==> src/rtl/frame_clearer_if.sv <==
// Frame-buffer clear port: request/handshake inputs and presented-pixel outputs.
// master = the clearer that presents pixels, slave = frame control / memory side.
interface frame_clearer_if;
    logic        clear_start;
    logic        mem_ready;
    logic [9:0]  clear_DrawX;
    logic [9:0]  clear_DrawY;
    logic        pixel_we;
    logic [15:0] pixel_color;
    logic        clear_done;

    modport master (
        input  clear_start,
        input  mem_ready,
        output clear_DrawX,
        output clear_DrawY,
        output pixel_we,
        output pixel_color,
        output clear_done
    );

    modport slave (
        output clear_start,
        output mem_ready,
        input  clear_DrawX,
        input  clear_DrawY,
        input  pixel_we,
        input  pixel_color,
        input  clear_done
    );
endinterface

==> src/rtl/frame_clearer.sv <==
// frame_clearer: walks the frame in raster order presenting one background
// pixel per cycle, advancing only when the write port accepts it.
// Optional macro CLEAR_CHECKER_EN: checkerboard background of CLEAR_COLOR /
// ALT_COLOR squares of 2**CHECK_SHIFT pixels; otherwise a flat CLEAR_COLOR.
module frame_clearer #(
    parameter int          H_RES       = 640,
    parameter int          V_RES       = 480,
    parameter logic [15:0] CLEAR_COLOR = 16'h0000,
    parameter logic [15:0] ALT_COLOR   = 16'h4208,
    parameter int          CHECK_SHIFT = 5
) (
    input  logic           Clk,
    input  logic           Reset,
    frame_clearer_if.master bus
);

    typedef enum logic [1:0] {
        IDLE = 2'd0,
        RUN  = 2'd1,
        DONE = 2'd2
    } state_t;

    localparam logic [9:0] X_MAX = 10'(H_RES - 1);
    localparam logic [9:0] Y_MAX = 10'(V_RES - 1);

`ifdef CLEAR_CHECKER_EN
    localparam bit CHECKER_ON = 1'b1;
`else
    localparam bit CHECKER_ON = 1'b0;
`endif

    state_t     state_reg, state_next;
    logic [9:0] x_reg, x_next;
    logic [9:0] y_reg, y_next;

    logic accept;
    logic last_x;
    logic last_pixel;
    logic checker_hit;

    assign accept     = (state_reg == RUN) && bus.mem_ready;
    assign last_x     = (x_reg == X_MAX);
    assign last_pixel = last_x && (y_reg == Y_MAX);

    // State and scan counters; reset returns to an empty Idle immediately.
    always_ff @(posedge Clk or posedge Reset) begin
        if (Reset) begin
            state_reg <= IDLE;
            x_reg     <= '0;
            y_reg     <= '0;
        end else begin
            state_reg <= state_next;
            x_reg     <= x_next;
            y_reg     <= y_next;
        end
    end

    // Next state and counter update. Counters are zeroed on every exit from
    // Run, so they are already 0 when the next clear begins.
    always_comb begin
        state_next = state_reg;
        x_next     = x_reg;
        y_next     = y_reg;
        case (state_reg)
            IDLE: begin
                if (bus.clear_start) begin
                    state_next = RUN;
                    x_next     = '0;
                    y_next     = '0;
                end
            end
            RUN: begin
                if (accept && last_pixel) begin
                    // Final acceptance wins over a simultaneous abort.
                    state_next = DONE;
                    x_next     = '0;
                    y_next     = '0;
                end else if (!bus.clear_start) begin
                    // Abort: any pending unaccepted pixel is dropped.
                    state_next = IDLE;
                    x_next     = '0;
                    y_next     = '0;
                end else if (accept) begin
                    if (last_x) begin
                        x_next = '0;
                        y_next = y_reg + 10'd1;
                    end else begin
                        x_next = x_reg + 10'd1;
                    end
                end
            end
            DONE: begin
                if (!bus.clear_start) begin
                    state_next = IDLE;
                end
            end
            default: begin
                state_next = IDLE;
                x_next     = '0;
                y_next     = '0;
            end
        endcase
    end

    // Outputs decode registered state only; a stall simply holds the counters.
    assign checker_hit     = CHECKER_ON && (x_reg[CHECK_SHIFT] ^ y_reg[CHECK_SHIFT]);
    assign bus.pixel_we    = (state_reg == RUN);
    assign bus.clear_done  = (state_reg == DONE);
    assign bus.clear_DrawX = x_reg;
    assign bus.clear_DrawY = y_reg;
    assign bus.pixel_color = ((state_reg == RUN) && checker_hit) ? ALT_COLOR : CLEAR_COLOR;

endmodule

==> src/flat_wrapper.sv <==
// flat-port wrapper written by rule: the top's interface ports become plain ports
module frame_clearer_flat 
#(
    parameter int          H_RES       = 640,
    parameter int          V_RES       = 480,
    parameter logic [15:0] CLEAR_COLOR = 16'h0000,
    parameter logic [15:0] ALT_COLOR   = 16'h4208,
    parameter int          CHECK_SHIFT = 5
)
  (Clk, Reset, bus_clear_start, bus_mem_ready, bus_clear_DrawX, bus_clear_DrawY, bus_pixel_we, bus_pixel_color, bus_clear_done);
  frame_clearer_if bus_i ();
  input  logic Clk;
  input  logic Reset;
  input wire logic [$bits(bus_i.clear_start)-1:0] bus_clear_start;
  input wire logic [$bits(bus_i.mem_ready)-1:0] bus_mem_ready;
  output wire logic [$bits(bus_i.clear_DrawX)-1:0] bus_clear_DrawX;
  output wire logic [$bits(bus_i.clear_DrawY)-1:0] bus_clear_DrawY;
  output wire logic [$bits(bus_i.pixel_we)-1:0] bus_pixel_we;
  output wire logic [$bits(bus_i.pixel_color)-1:0] bus_pixel_color;
  output wire logic [$bits(bus_i.clear_done)-1:0] bus_clear_done;
  assign bus_i.clear_start = bus_clear_start;
  assign bus_i.mem_ready = bus_mem_ready;
  assign bus_clear_DrawX = bus_i.clear_DrawX;
  assign bus_clear_DrawY = bus_i.clear_DrawY;
  assign bus_pixel_we = bus_i.pixel_we;
  assign bus_pixel_color = bus_i.pixel_color;
  assign bus_clear_done = bus_i.clear_done;
  frame_clearer #(.H_RES(H_RES), .V_RES(V_RES), .CLEAR_COLOR(CLEAR_COLOR), .ALT_COLOR(ALT_COLOR), .CHECK_SHIFT(CHECK_SHIFT)) u_core (.Clk(Clk), .Reset(Reset), .bus(bus_i));
endmodule
==> config.mk <==
export PLATFORM = sky130hd
export DESIGN_NAME = frame_clearer_flat
export DESIGN_NICKNAME = d
export VERILOG_FILES = /design/src/rtl/frame_clearer_if.sv /design/src/rtl/frame_clearer.sv /design/src/flat_wrapper.sv
export SDC_FILE = /design/constraint.sdc
export NUM_CORES = 1
export LEC_CHECK = 0
export ABC_AREA = 1
export CORE_MARGIN = 1.5
export CORE_UTILIZATION = 40
export CTS_BUF_LIST = sky130_fd_sc_hd__clkbuf_2 sky130_fd_sc_hd__clkbuf_4 sky130_fd_sc_hd__clkbuf_8
export CTS_CLUSTER_SIZE = 40
export DETAILED_ROUTE_END_ITERATION = 7
export GPL_ROUTABILITY_DRIVEN = 0
export PLACE_DENSITY = 0.73
export SLEW_MARGIN = 0
export SYNTH_ARGS = -nofsm -noshare
export SYNTH_HDL_FRONTEND = slang
export SYNTH_SLANG_ARGS = --single-unit
export TNS_END_PERCENT = 10
==> constraint.sdc <==
create_clock -name Clk -period 4.2 [get_ports Clk]
set_input_delay 0.84 -clock Clk [delete_from_list [all_inputs] [get_ports Clk]]
set_output_delay 0.84 -clock Clk [all_outputs]
set_load 0.005 [all_outputs]
== Yosys cells after proc, flatten, opt, wreduce, memory -nomap -nowiden ==
Index checks and enable logic that the tools add are counted.
Word-level totals
  ROM bits: 0
  latch bits: 0
  word-level logic and storage cells: 34
  RAM bits: 0
  memories: 0
  output and inout port bits: 38
  bits in registers: 22
  input bits: 4
Cells by class
  order comparisons: 0
  divide/modulo/power cells: 0
  multipliers: 0
  multiplexer cells: 15
  bitwise logic cells: 1
  reductions and logical operators: 6
  equality and inequality tests: 7
  add/subtract/negate cells: 2
  shift-type cells: 0
Operator list (number)
  10-bit two-way mux: 9
  10-bit case mux with 3 select lines: 2
  10-bit by 1-bit adder with 10-bit output, second input constant: 2
  10-bit equality test, second input constant: 1
  10-bit by 9-bit equality test with 1-bit output, second input constant: 1
  4-bit by 2-bit inequality test with 1-bit output, second input constant: 2
  2-bit two-way mux: 3
  2-bit case mux with 3 select lines: 1
  4-bit AND reduction: 1
  1-bit logical AND: 3
  3-bit AND reduction: 1
  2-bit by 1-bit equality test with 1-bit output, second input constant: 1
  2-bit equality test, second input constant: 1
  2-bit zero test: 1
  2-bit inequality test, second input constant: 1
  1-bit NOT: 1

== Depth between registers and ports, before layout ==
  word-level depth: 6
  gate-level depth with buffers: 9
  gate-level depth less buffers: 9

== Worst setup path after synthesis ==
No wires, ideal clock.
  kind: input port to flip-flop
  from: input port bus_clear_start
  to: register u_core.x_reg[3] (netlist: u_core.bus.clear_DrawX[3])
  stages: 8
  required time: 4074 ps
  path buffers: 1
  arrival: 1437 ps
  path slack: 2637 ps
  library setup time: 126 ps
  cells stage by stage: nand2_1 -> nand2_2 -> nand2_4 -> inv_6 -> nand2_8 -> buf_6 -> nand2_1 -> nor2_1
On the way
  cells in the longest elaborated chain, start to end: 3
  elaborated cells between the ends (all ways): 6
  classes of those cells: eq/ne: 2; mux: 3; reduce/logical: 1
Ends and longest elaborated chain
  start: declaration: line flat_wrapper.sv:14  | input wire logic [$bits(bus_i.clear_start)-1:0] bus_clear_start;
  10-bit two-way mux: line frame_clearer.sv:78  | end else if (!bus.clear_start) begin
  10-bit two-way mux: line frame_clearer.sv:73  | if (accept && last_pixel) begin
  10-bit case mux with 3 select lines: line frame_clearer.sv:64  | case (state_reg)
  end signal: assignment: line frame_clearer.sv:53  | x_reg <= x_next;
  end: declaration: line frame_clearer.sv:33  | logic [9:0] x_reg, x_next;
Parallel ways exist; a longest one is shown, timed or not.
A chain may end at the register's enable or synchronous reset.

== Worst setup path in the final report ==
  from: register u_core.state_reg[0]
  to: output port bus_pixel_we
On the way
  cells in the longest elaborated chain, start to end: 1
Ends and longest elaborated chain
  start: declaration: line frame_clearer.sv:32  | state_t state_reg, state_next;
  start signal: assignment: line frame_clearer.sv:52  | state_reg <= state_next;
  2-bit by 1-bit equality test with 1-bit output: line frame_clearer.sv:107  | assign bus.pixel_we = (state_reg == RUN);
  end: declaration: line flat_wrapper.sv:18  | output wire logic [$bits(bus_i.pixel_we)-1:0] bus_pixel_we;
Every way passes these cells.

==> run metrics <==
Synth Cell Area=1540 um^2; initial antenna violation count=0; Fin Clk Skew=0.000834 ns; cells after synthesis=225; setup_tns=0 ns; period utilization=between 50% and 60%; Avg Inst Size Synth=6.83 um^2; Initial Util=a little over two fifths; postcts setup bufs=0; placed inst area=1770 um^2; pin count of the biggest net entering global routing=23; TritonRoute pass-1 iters=4; Setup-failing EPs final=0; Clock Pin Slew Worst Setup and Hold Paths=0.08 ns; commonest non-fill, non-tap cell in the layout=nand2_1; design area=around 1800 um^2; final slew viol count=0; Top Ports=42; ANT nets after route=0; width of the die=65.0 um; Critical Path Slowest Stage Cell=clkdlybuf4s50_1; I/O Buffers=25; via-per-instance ratio=4.76; die extent in y=65.0 um; Seq pwr share=50.8%; Residual DRC=0; synthesis-to-layout area growth=18.6%; CTS Buf Count=3; CTS max path bufs=2; max incr delay on CP=0.56 ns; CP Capture Type=output pin; Clk pwr share=33.2%; CTS H-tree lvls=1; nets=between 200 and 300; starting DRC count in detailed routing=between 80 and 90; Sw Share=27.0%; internal power=0.000338 W; cts repair resizes=0; Switch Pwr=around 0.00012 W; post-layout min period=~2.4 ns; Detail Placement HPWL=2480 um; Worst EP required=3.36 ns; Die ar.=between 4000 and 5000 um^2; CTS root buffer=clkbuf_8; crit path DAT=~1.5 ns; Worst-Margin Slew=0.825 ns; CTS tree=built; VDD IR max=273 uV; row count=22; Synth area leaders=dfrtp_1 36%, nand2_1 16%, nor2_1 8.1%; Hold Path Class=register to register; worst-path cell chain=inv_2 -> nor2_4 -> clkdlybuf4s50_1; Pwr per Cell Area=254 nW/um^2; drt wl/cell=11.0 um; Tot GR Track Use=17.8%; count of different cell masters after synthesis=28; Comb pwr share=around 16%; Yosys warning count=0; Max-cap violations=0; grt ovf=0; type of origin of the critical path=register; Total Wirelength=3300 um; Clk Latency, worst-skew pair=0.26 ns; cts hold-fix bufs=0; Leak Pwr=0.838 nW; vias post-DR=1423; core region area=3660 um^2; Peak Freq=420 MHz; CP Max Fanout=12; FF+latch count, synth=22; Final Hold Viols=0; commonest cells after routing, fill and taps aside=67 x nand2_1, 33 x nor2_1, 25 x inv_1, 25 x clkdlybuf4s50_1, 22 x dfrtp_1; run status=finished, final reports clean; layout cells sized above 1=6.37%; global-route wire length before repair=5910 um; normalized max-slew margin=approximately 45%; share of the synthesized area in the top cell type=35.8%; antenna fix cells=0; unrepaired setup endpoints after global routing=no; sequential area share after synthesis=35.8%; vias in the first global route=approximately 1300; area leader, netlist=dfrtp_1; Filler cells=377; CP Class=register to output pin; clock sinks=22
cell families (layout without fill, tap and decap cells):
logic type	count (synthesis)	after routing	synth area share, %
AO/OA/AOI/OAI	16	16	5.46
adder cells (fa/ha/maj)	2	2	1.63
buffers and inverters	46	57	16.2
flip-flops	22	22	35.8
other	1	16	0.244
AND/OR/NAND/NOR	138	138	40.6
final cells by class:
class / count / area [um^2] / area share [%]
clock buffer: 4 / 55.1 / 3.02
inverter: 28 / 113 / 6.18
multi-input combinational: 172 / 793 / 43.5
sequential: 22 / 551 / 30.2
tap: 48 / 60.1 / 3.30
timing repair buffer: 25 / 250 / 13.7
final timing paths:
| check | slack, ns | from | endpoint | cells after the start |
|---|---|---|---|---|
| max in group asynchronous | 2.66 | Reset | u_core.bus.clear_DrawX[6] | 2 |
| min | 0.54 | u_core.bus.clear_DrawX[0] | u_core.bus.clear_DrawX[0] | 1 |
| max | 1.82 | u_core.state_reg[0] | bus_pixel_we | 3 |
| min in group asynchronous | 1.03 | Reset | u_core.bus.clear_DrawX[2] | 2 |
| min reg2reg | 0.54 | u_core.bus.clear_DrawX[0] | u_core.bus.clear_DrawX[0] | 1 |
| max reg2reg | 2.48 | u_core.bus.clear_DrawY[0] | u_core.bus.clear_DrawY[7] | 8 |
cells in the mapped netlist (all sizes together):
| cell | instances |
|---|---|
| a21oi | 6 |
| a31oi | 1 |
| buf | 18 |
| conb | 1 |
| dfrtp | 22 |
| ha | 2 |
| inv | 28 |
| nand2 | 70 |
| nand3 | 17 |
| nand4 | 10 |
| nor2 | 36 |
| nor3 | 2 |
| nor3b | 1 |
| nor4 | 1 |
| o21ai | 8 |
| o31ai | 1 |
| or2 | 1 |
metal layers:
layer / vias to the layer above / routed length, um / GRT usage (%)
met5: - / 0 / 0
met1: 639 / 1490 / 23.6
li1: 730 / - / -
met4: 0 / 29 / 4.52
met2: 50 / 1590 / 28.9
met3: 4 / 191 / 4.69
metrics by stage:
stage / total power (W) / instances / utilization (%) / setup WS, ns / hold slack (ns)
final: 0.000462 / 299 / 49.8 / 1.82 / 0.542
after global routing: 0.000490 / 299 / 49.8 / 1.71 / 0.572
after CTS: 0.000467 / 299 / 49.8 / 1.82 / 0.544
after detailed placement: 0.000313 / 295 / 48.3 / 1.82 / 0.527
after global placement: 0.000313 / 295 / 48.3 / 1.88 / 0.515
after floorplan: 0.000292 / 240 / - / 2.64 / 0.506
worst max-delay path, delay by kind of cell (launching register included):
family                 cells  cell delay, ns
AND/OR/NAND/NOR            1            0.27
flip-flops                 1            0.38
buffers and inverters      2            0.63
power by group through the flow:
stage	registers (W)	clock network, W	logic [W]
detailed placement	0.000239	0	0.0000736
CTS	0.000235	0.000158	0.0000746
global route	0.000238	0.000167	0.0000855
finish	0.000235	0.000153	0.0000740
floorplan	0.000237	0	0.0000541
global placement	0.000240	0	0.0000732
Note: power is estimated with default switching activity, not from simulation.
